===== config.mk =====
export PLATFORM = sky130hd
export DESIGN_NAME = music_snapshot_framer
export DESIGN_NICKNAME = d
export VERILOG_FILES = /design/src/rtl/music_snapshot_framer.sv
export SDC_FILE = /design/constraint.sdc
export NUM_CORES = 1
export LEC_CHECK = 0
export CAP_MARGIN = 10
export CORE_ASPECT_RATIO = 1.4
export CORE_MARGIN = 4
export CORE_UTILIZATION = 26
export CTS_BUF_LIST = sky130_fd_sc_hd__clkbuf_4 sky130_fd_sc_hd__clkbuf_8 sky130_fd_sc_hd__clkbuf_16
export CTS_CLUSTER_SIZE = 25
export DETAILED_ROUTE_END_ITERATION = 10
export PLACE_DENSITY = 0.55
export SLEW_MARGIN = 20
export SYNTH_ARGS = -nofsm -noshare
export SYNTH_HDL_FRONTEND = slang
export SYNTH_SLANG_ARGS = --single-unit

===== constraint.sdc =====
create_clock -name iclk -period 2.4 [get_ports iclk]
set_input_delay 0.48 -clock iclk [delete_from_list [all_inputs] [get_ports iclk]]
set_output_delay 0.48 -clock iclk [all_outputs]
set_load 0.03 [all_outputs]

===== src/rtl/music_snapshot_framer.sv =====
// Snapshot framer between the N-channel IQ stream and the MUSIC covariance stage.
// Cuts the valid stream into SAMPLES_NUM-snapshot frames, holds off while the core runs, aborts on gaps.
module music_snapshot_framer #(
  parameter int N            = 4,
  parameter int DATA_WIDTH   = 16,
  parameter int SAMPLES_NUM  = 512,
  parameter int GAP_TIMEOUT  = 16,
  parameter int SYNC_ON_EDGE = 1,
  parameter int CNT_WIDTH    = 16
) (
  input  logic                        iclk,
  input  logic                        irst_n,
  input  logic                        idata_valid,
  input  logic [2*N*DATA_WIDTH-1:0]   idata_iq,
  input  logic                        icore_done,
  output logic                        odata_valid,
  output logic [2*N*DATA_WIDTH-1:0]   odata_iq,
  output logic                        osof,
  output logic                        oeof,
  output logic                        oabort,
  output logic [CNT_WIDTH-1:0]        oframe_cnt,
  output logic [CNT_WIDTH-1:0]        odrop_cnt,
  output logic [1:0]                  ostate
);

  localparam int IQ_W   = 2 * N * DATA_WIDTH;
  localparam int SCNT_W = $clog2(SAMPLES_NUM + 1);
  localparam int GCNT_W = $clog2(GAP_TIMEOUT + 1);

  localparam logic [SCNT_W-1:0] SCNT_LAST = SCNT_W'(SAMPLES_NUM - 1);
  localparam logic [SCNT_W-1:0] SCNT_ONE  = SCNT_W'(1);
  localparam logic [GCNT_W-1:0] GCNT_LAST = GCNT_W'(GAP_TIMEOUT - 1);
  localparam logic [GCNT_W-1:0] GCNT_ONE  = GCNT_W'(1);
  localparam logic              EDGE_MODE = (SYNC_ON_EDGE != 0);

  typedef enum logic [1:0] {
    ST_SYNC = 2'd0,
    ST_PASS = 2'd1,
    ST_WAIT = 2'd2
  } state_t;

  function automatic logic [CNT_WIDTH-1:0] sat_inc(input logic [CNT_WIDTH-1:0] val);
    if (val == {CNT_WIDTH{1'b1}}) begin
      sat_inc = val;
    end else begin
      sat_inc = val + {{(CNT_WIDTH-1){1'b0}}, 1'b1};
    end
  endfunction

  state_t              state_r;
  state_t              state_s;
  logic [SCNT_W-1:0]   scnt_r;
  logic [SCNT_W-1:0]   scnt_s;
  logic [GCNT_W-1:0]   gcnt_r;
  logic [GCNT_W-1:0]   gcnt_s;
  logic                prev_valid_r;

  logic                fwd_s;
  logic                sof_s;
  logic                eof_s;
  logic                abort_s;
  logic                frame_inc_s;
  logic                drop_s;

  logic                data_valid_r;
  logic [IQ_W-1:0]     data_iq_r;
  logic                sof_r;
  logic                eof_r;
  logic                abort_r;
  logic [CNT_WIDTH-1:0] frame_cnt_r;
  logic [CNT_WIDTH-1:0] drop_cnt_r;

  // Next-state, counter and event decode for the SYNC/PASS/WAIT framer.
  always_comb begin
    state_s     = state_r;
    scnt_s      = scnt_r;
    gcnt_s      = gcnt_r;
    fwd_s       = 1'b0;
    sof_s       = 1'b0;
    eof_s       = 1'b0;
    abort_s     = 1'b0;
    frame_inc_s = 1'b0;
    drop_s      = 1'b0;
    case (state_r)
      ST_SYNC: begin
        // Reset leaves prev_valid high so a running stream is never entered mid-frame.
        if (idata_valid && (!EDGE_MODE || !prev_valid_r)) begin
          fwd_s   = 1'b1;
          sof_s   = 1'b1;
          scnt_s  = SCNT_ONE;
          gcnt_s  = {GCNT_W{1'b0}};
          state_s = ST_PASS;
        end else begin
          drop_s  = idata_valid;
        end
      end
      ST_PASS: begin
        if (idata_valid) begin
          fwd_s  = 1'b1;
          gcnt_s = {GCNT_W{1'b0}};
          if (scnt_r == SCNT_LAST) begin
            eof_s       = 1'b1;
            frame_inc_s = 1'b1;
            scnt_s      = {SCNT_W{1'b0}};
            state_s     = ST_WAIT;
          end else begin
            scnt_s      = scnt_r + SCNT_ONE;
          end
        end else if (gcnt_r == GCNT_LAST) begin
          abort_s = 1'b1;
          scnt_s  = {SCNT_W{1'b0}};
          gcnt_s  = {GCNT_W{1'b0}};
          state_s = ST_SYNC;
        end else begin
          gcnt_s  = gcnt_r + GCNT_ONE;
        end
      end
      ST_WAIT: begin
        drop_s = idata_valid;
        if (icore_done) begin
          state_s = ST_SYNC;
        end else begin
          state_s = ST_WAIT;
        end
      end
      default: begin
        state_s = ST_SYNC;
        scnt_s  = {SCNT_W{1'b0}};
        gcnt_s  = {GCNT_W{1'b0}};
      end
    endcase
  end

  // FSM state, sample/gap counters and stream-edge history.
  always_ff @(posedge iclk or negedge irst_n) begin
    if (!irst_n) begin
      state_r      <= ST_SYNC;
      scnt_r       <= {SCNT_W{1'b0}};
      gcnt_r       <= {GCNT_W{1'b0}};
      prev_valid_r <= 1'b1;
    end else begin
      state_r      <= state_s;
      scnt_r       <= scnt_s;
      gcnt_r       <= gcnt_s;
      prev_valid_r <= idata_valid;
    end
  end

  // Registered forward path and frame markers, one cycle behind the input.
  always_ff @(posedge iclk or negedge irst_n) begin
    if (!irst_n) begin
      data_valid_r <= 1'b0;
      data_iq_r    <= {IQ_W{1'b0}};
      sof_r        <= 1'b0;
      eof_r        <= 1'b0;
      abort_r      <= 1'b0;
    end else begin
      data_valid_r <= fwd_s;
      sof_r        <= sof_s;
      eof_r        <= eof_s;
      abort_r      <= abort_s;
      if (fwd_s) begin
        data_iq_r  <= idata_iq;
      end
    end
  end

  // Frame counter wraps; drop counter saturates.
  always_ff @(posedge iclk or negedge irst_n) begin
    if (!irst_n) begin
      frame_cnt_r <= {CNT_WIDTH{1'b0}};
      drop_cnt_r  <= {CNT_WIDTH{1'b0}};
    end else begin
      if (frame_inc_s) begin
        frame_cnt_r <= frame_cnt_r + {{(CNT_WIDTH-1){1'b0}}, 1'b1};
      end
      if (drop_s) begin
        drop_cnt_r  <= sat_inc(drop_cnt_r);
      end
    end
  end

  assign odata_valid = data_valid_r;
  assign odata_iq    = data_iq_r;
  assign osof        = sof_r;
  assign oeof        = eof_r;
  assign oabort      = abort_r;
  assign oframe_cnt  = frame_cnt_r;
  assign odrop_cnt   = drop_cnt_r;
  assign ostate      = state_r;

endmodule


## Word level (Yosys, flattened, before mapping)

Index checks and enable logic that the tools add are counted.

- Word-level logic and storage cells: 59
- ROM bits: 0
- Bits in writable memories: 0
- Bits of input ports: 132
- Memories kept: 0
- Flip-flop bits (word level): 182
- Output and inout port bits: 166
- Latch bits: 0

- Equality and inequality tests: 8
- Div/mod/pow operators: 0
- Multiply operators: 0
- Add/subtract/negate cells: 4
- Reduce and logical (&&, ||, !) cells: 7
- Shift operators: 0
- Bitwise logic cells: 2
- Order comparisons: 0
- Mux-type cells: 27

Operator list:

| operator | number |
|---|---|
| $mux 10 | 4 |
| $add 16x1->16 const B | 2 |
| $pmux 10 s3 | 1 |
| $eq 16x16->1 const B | 1 |
| $mux 5 | 3 |
| $pmux 5 s3 | 1 |
| $add 10x1->10 const B | 1 |
| $eq 10x9->1 const B | 1 |
| $mux 1 | 10 |
| $mux 2 | 5 |
| $ne 3x3->1 const B | 2 |
| $pmux 2 s3 | 1 |
| $reduce_and 3->1 | 2 |
| $add 5x1->5 const B | 1 |
| $eq 5x4->1 const B | 1 |
| $pmux 1 s2 | 2 |
| $reduce_and 2->1 | 2 |
| $eq 2x1->1 const B | 1 |
| $eq 2x2->1 const B | 1 |
| $logic_not 2->1 | 1 |
| $ne 2x2->1 const B | 1 |
| $not 1->1 | 2 |
| $logic_and 1x1->1 | 1 |
| $logic_not 1->1 | 1 |

## Logic depth before layout (Yosys ltp)

- Depth in word-level cells: 5
- Gate-level depth with buffers: 6
- Mapped depth without buffers: 5

## Worst setup path before layout

No wires, ideal clock.

- Kind: reg-to-reg
- Start: register state_r[0], in the netlist ostate[0]
- End: register data_iq_r[0], in the netlist odata_iq[0]
- Period minus slack after synthesis: 1,941 ps
- Arrival: 1,816 ps
- Cell stages (with the launch flop): 7
- Path slack: 459 ps
- Required time: 2,275 ps
- Library setup time: 125 ps
- Path buffers: 3
- Cell sequence: dfrtp_1 -> buf_4 -> nor4b_4 -> nand2b_1 -> buf_4 -> buf_6 -> mux2_2

- Word-level cells in the longest chain between the ends: 2
- Elaborated cells between the ends (all ways): 3
- Those cells by class: eq/ne (1); mux (1); reduce/logical (1)

RTL lines:

| item | RTL line | text |
|---|---|---|
| start, declared | 50 | `state_t state_r;` |
| start signal, assigned | 142 | `state_r <= state_s;` |
| $eq 2x1->1 / $logic_not 2->1 (equally long branches) | 84 | `case (state_r)` |
| $pmux 1 s2 * | 84 |  |
| end signal, assigned | 153 | `data_iq_r <= {IQ_W{1'b0}};` |
| end signal, assigned | 163 | `data_iq_r <= idata_iq;` |
| end, declared | 66 | `logic [IQ_W-1:0] data_iq_r;` |

Every way passes the cells marked *; elsewhere a longest branch is shown, timed or not.
A chain may end at the register's enable or synchronous reset.

## Final worst setup path

- Start: register state_r[1], in the netlist ostate[1]
- End: output port ostate[1]

RTL lines:

| item | RTL line | text |
|---|---|---|
| end, declared | 23 | `output logic [1:0] ostate` |

No word-level cell between the ends.

==> results.tsv <==
stage	metric	value	unit
drt	# DRC	0	
sta	Fin. Hold Viols	0	
hold_path	class of the most critical hold timing path	reg -> reg	
worst_setup_path	capture point of the worst reg-to-reg path	oframe_cnt[1]	
flow_run	number of max-cap violations	0	
drt	drt first-iter violations	147	
floorplanning	number of rows created at floorplan	73	
global_route	leftover overflow at the end of global routing	0	
synth	top area cells in the synthesized netlist	dfrtp_1, mux2_2, buf_6, xnor2_1, xor2_1	
drt	count of antenna-violating nets left after detailed routing	0	
worst_setup_path	largest stage delay on the critical path	700	ps
worst_setup_path	crit path cell chain	buf_4 > clkdlybuf4s50_1	
drt	drt via density	4.32	
final_layout	count of antenna diodes in the layout	0	
global_route	Tot GR Track Use	12.8	%
worst_setup_path	slowest cell on the critical path	clkdlybuf4s50_1	
synth	async set or reset register ratio after synthesis	100	%
synth	mean instance size in the synthesized netlist	14.5	sq um
worst_setup_path	worst setup path class	reg -> out	
placed_design	gpl congestion	0.737	
worst_setup_path	Worst Setup SP	ostate[1]	
floorplanning	initial core utilization	26.3	%
worst_setup_path	Register-to-Register Setup Slack	480	ps
sta	minimum clock period	2200	ps
synth	Gate Count Post-Synth	515	
sta	unrepaired setup endpoints after global routing	no	
synth	number of enable-type register cells in the synthesized netlist	0	
sta	Fin Setup TNS	0	ps
clock_tree	buffer depth of the longest clock path	2	
pwr	worst voltage drop across the vdd grid	0.551	mV
global_route	via count of the first global-routing pass	5524	
sta	Tcrit/Tclk final	91.8	%
clock_tree	clock transition at the registers of the reported paths	70	ps
clock_tree	depth of the CTS H-tree	4	
drt	number of vias after detailed routing	5253	
worst_setup_path	Setup crit start kind	flip-flop	
pwr	power density cells	1340	mW/mm^2
final_layout	Post-layout nets	965	
placed_design	DP Wirelength	15100	um
synth	nets in the synthesized netlist	651	
floorplanning	height of the die	208	um
clock_tree	clock tree from TritonCTS	done	
clock_tree	total clock sinks	182	
pwr	power after layout	15400	uW
placed_design	Buffers on Ports	297	
synth	fraction of post-synthesis cell area in the top cell type by area	60.8	%
worst_setup_path	worst setup path end	ostate[1]	
global_route	initial antenna violation count	0	
final_layout	area delta synth->final	54.2	%
clock_tree	clock buffer count from CTS	17	
worst_setup_path	required arrival time at the worst endpoint	1920	ps
outcome	outcome	completed	
synth	Synthesis Warnings	0	
drt	average wire per cell in the routed design	16.6	um
pwr	leakage	0.00471	uW
synth	number of synthesized register bits	182	
floorplanning	count of pins on the block boundary	298	
worst_setup_path	R2R depth	5	
sta	number of pins exceeding their max-slew limit in the final report	0	
clock_tree	master cell of the clock root buffer	clkbuf_16	
worst_setup_path	critical register-to-register path startpoint	scnt_r[0]	
synth	Distinct cells, synth	51	
worst_setup_path	data arrival time of the worst path	1720	ps
sta	slew of the pin with the lowest slew margin	541	ps
clock_tree	clock insertion delay at the later pin of the skew report	430	ps
global_route	pin count of the biggest net entering global routing	61	
floorplanning	width of the chip	151	um
worst_setup_path	critical path capture point type	output pin	
floorplanning	area of the core	0.0283	sq mm
synth	Yosys top cell by area	dfrtp_1	
sta	setup clock skew after layout	9.94	ps
synth	netlist area before placement	0.00745	sq mm
sta	worst relative slew slack	63.6	%
final_layout	share of layout cells above drive strength 1	22.8	%
sta	final count of negative-setup-slack endpoints	0	
drt	number of iterations in the first detailed-routing pass	4	
global_route	global-route wire length before repair	31300	um
synth	share of the yosys chip area belonging to registers	61.2	%
synth	dominant register cell in the synthesized netlist	dfrtp_1	
drt	WL final	20300	um
sta	Max Clk Rate	454	MHz
worst_setup_path	biggest fanout along the worst timing path	10	
floorplanning	Die ar.	0.0315	sq mm
## power breakdown
| part | total [uW] | switching, uW | internal [uW] |
|---|---|---|---|
| sequential | 4960 | 668 | 4300 |
| combinational | 7700 | 4050 | 3650 |
| clock | 2690 | 1310 | 1380 |
| total | 15400 | 6020 | 9330 |
## layout make-up
cell class / instances / area [sq um]
Clock inverter: 14 / 119
Timing Repair Buffer: 318 / 3200
Clock buffer: 18 / 439
Tap cell: 375 / 469
Sequential cell: 182 / 4560
Fill cell: 2734 / 16800
Multi-Input combinational cell: 305 / 2690
Inverter: 5 / 18.8
## per-stage QoR
stage / utilization, % / worst slack [ps] / area [sq um] / hold slack, ps / cells
6_report: 40.6 / 197 / 11500 / 472 / 1217
5_1_grt: 40.6 / 101 / 11500 / 503 / 1217
4_1_cts: 40.6 / 156 / 11500 / 477 / 1217
3_5_place_dp: 38.6 / 120 / 10900 / 447 / 1184
3_3_place_gp: 38.6 / 135 / 10900 / 445 / 1184
2_1_floorplan: - / 459 / 7450 / 184 / 515
## metal layers
| metal | up-vias | share of wire (%) | track usage [%] |
|---|---|---|---|
| met3 | 15 | 7.2 | 3.75 |
| met2 | 170 | 54 | 23.3 |
| met5 | - | 0 | 0 |
| met4 | 0 | 1.4 | 3.94 |
| met1 | 2583 | 38 | 14.1 |
| li1 | 2485 | - | - |
## cell usage after synthesis (5+ instances only)
master     n
a21oi_1    5
mux2_2   131
dfrtp_1  181
and4_1     6
buf_2      5
nand3_1   21
xnor2_1   15
nor4_1     7
inv_1      5
xor2_1    15
nand4_1   10
nand2_1   17
nor2_1     9
o21ai_0   12
buf_6     12
nor3_1     7
## cells by family after synthesis
| kind of cell | count (synthesis) | share of synthesized area (%) |
|---|---|---|
| AO/OA/AOI/OAI | 34 | 3.02 |
| XOR/XNOR | 30 | 3.53 |
| adder cells (fa/ha/maj) | 4 | 0.672 |
| buffers and inverters | 28 | 2.82 |
| flip-flops | 182 | 61.2 |
| multiplexers | 132 | 19.9 |
| AND/OR/NAND/NOR | 105 | 8.87 |
## timing repair
item,4_1_cts,5_1_grt
resized for setup,0,0
hold endpoints to repair,39,0
buffers inserted,0,0
hold buffers,1,0
## cells in the final DEF (no fill, tap or decap), types with 3 or more instances in the layout
| cell type | netlist | layout |
|---|---|---|
| nor2_1 | 9 | 9 |
| a21oi_1 | 5 | 5 |
| clkinvlp_4 | 0 | 6 |
| o21ai_0 | 12 | 12 |
| nand4_1 | 10 | 10 |
| and3_1 | 3 | 3 |
| and2_1 | 4 | 4 |
| mux2_2 | 131 | 131 |
| nor3_1 | 7 | 7 |
| ha_1 | 4 | 4 |
| nand2_1 | 17 | 17 |
| and4_1 | 6 | 6 |
| clkbuf_16 | 0 | 17 |
| inv_8 | 0 | 3 |
| clkdlybuf4s50_1 | 0 | 296 |
| nand3_1 | 21 | 21 |
| buf_4 | 2 | 15 |
| or3_1 | 3 | 3 |
| nor4_1 | 7 | 7 |
| inv_1 | 5 | 5 |
| buf_12 | 0 | 5 |
| xor2_1 | 15 | 15 |
| dfrtp_1 | 181 | 181 |
| nor3b_1 | 4 | 4 |
| xnor2_1 | 15 | 15 |
| a22o_1 | 4 | 4 |
## critical path, delay by kind of cell (launching register included)
| kind | cells | cell delay (ps) |
|---|---|---|
| buffers and inverters | 2 | 890 |
| DFF | 1 | 410 |
## state kept, by name, indices dropped and copies added (netlist names), 2 cells and up
name	flops
oframe_cnt	16
odata_iq	128
ostate	2
odrop_cnt	16
gcnt_r	5
scnt_r	10
## how the worst min path moves through the flow
stage	startpoint	end	cells past startpoint
2_1_floorplan	irst_n	gcnt_r[0]	0
3_3_place_gp	irst_n	odata_iq[39]	1
3_5_place_dp	irst_n	odata_iq[39]	1
4_1_cts	oframe_cnt[15]	oframe_cnt[15]	1
5_1_grt	oframe_cnt[15]	oframe_cnt[15]	1
6_report	oframe_cnt[15]	oframe_cnt[15]	1
Power figures use the tool's default switching activity.
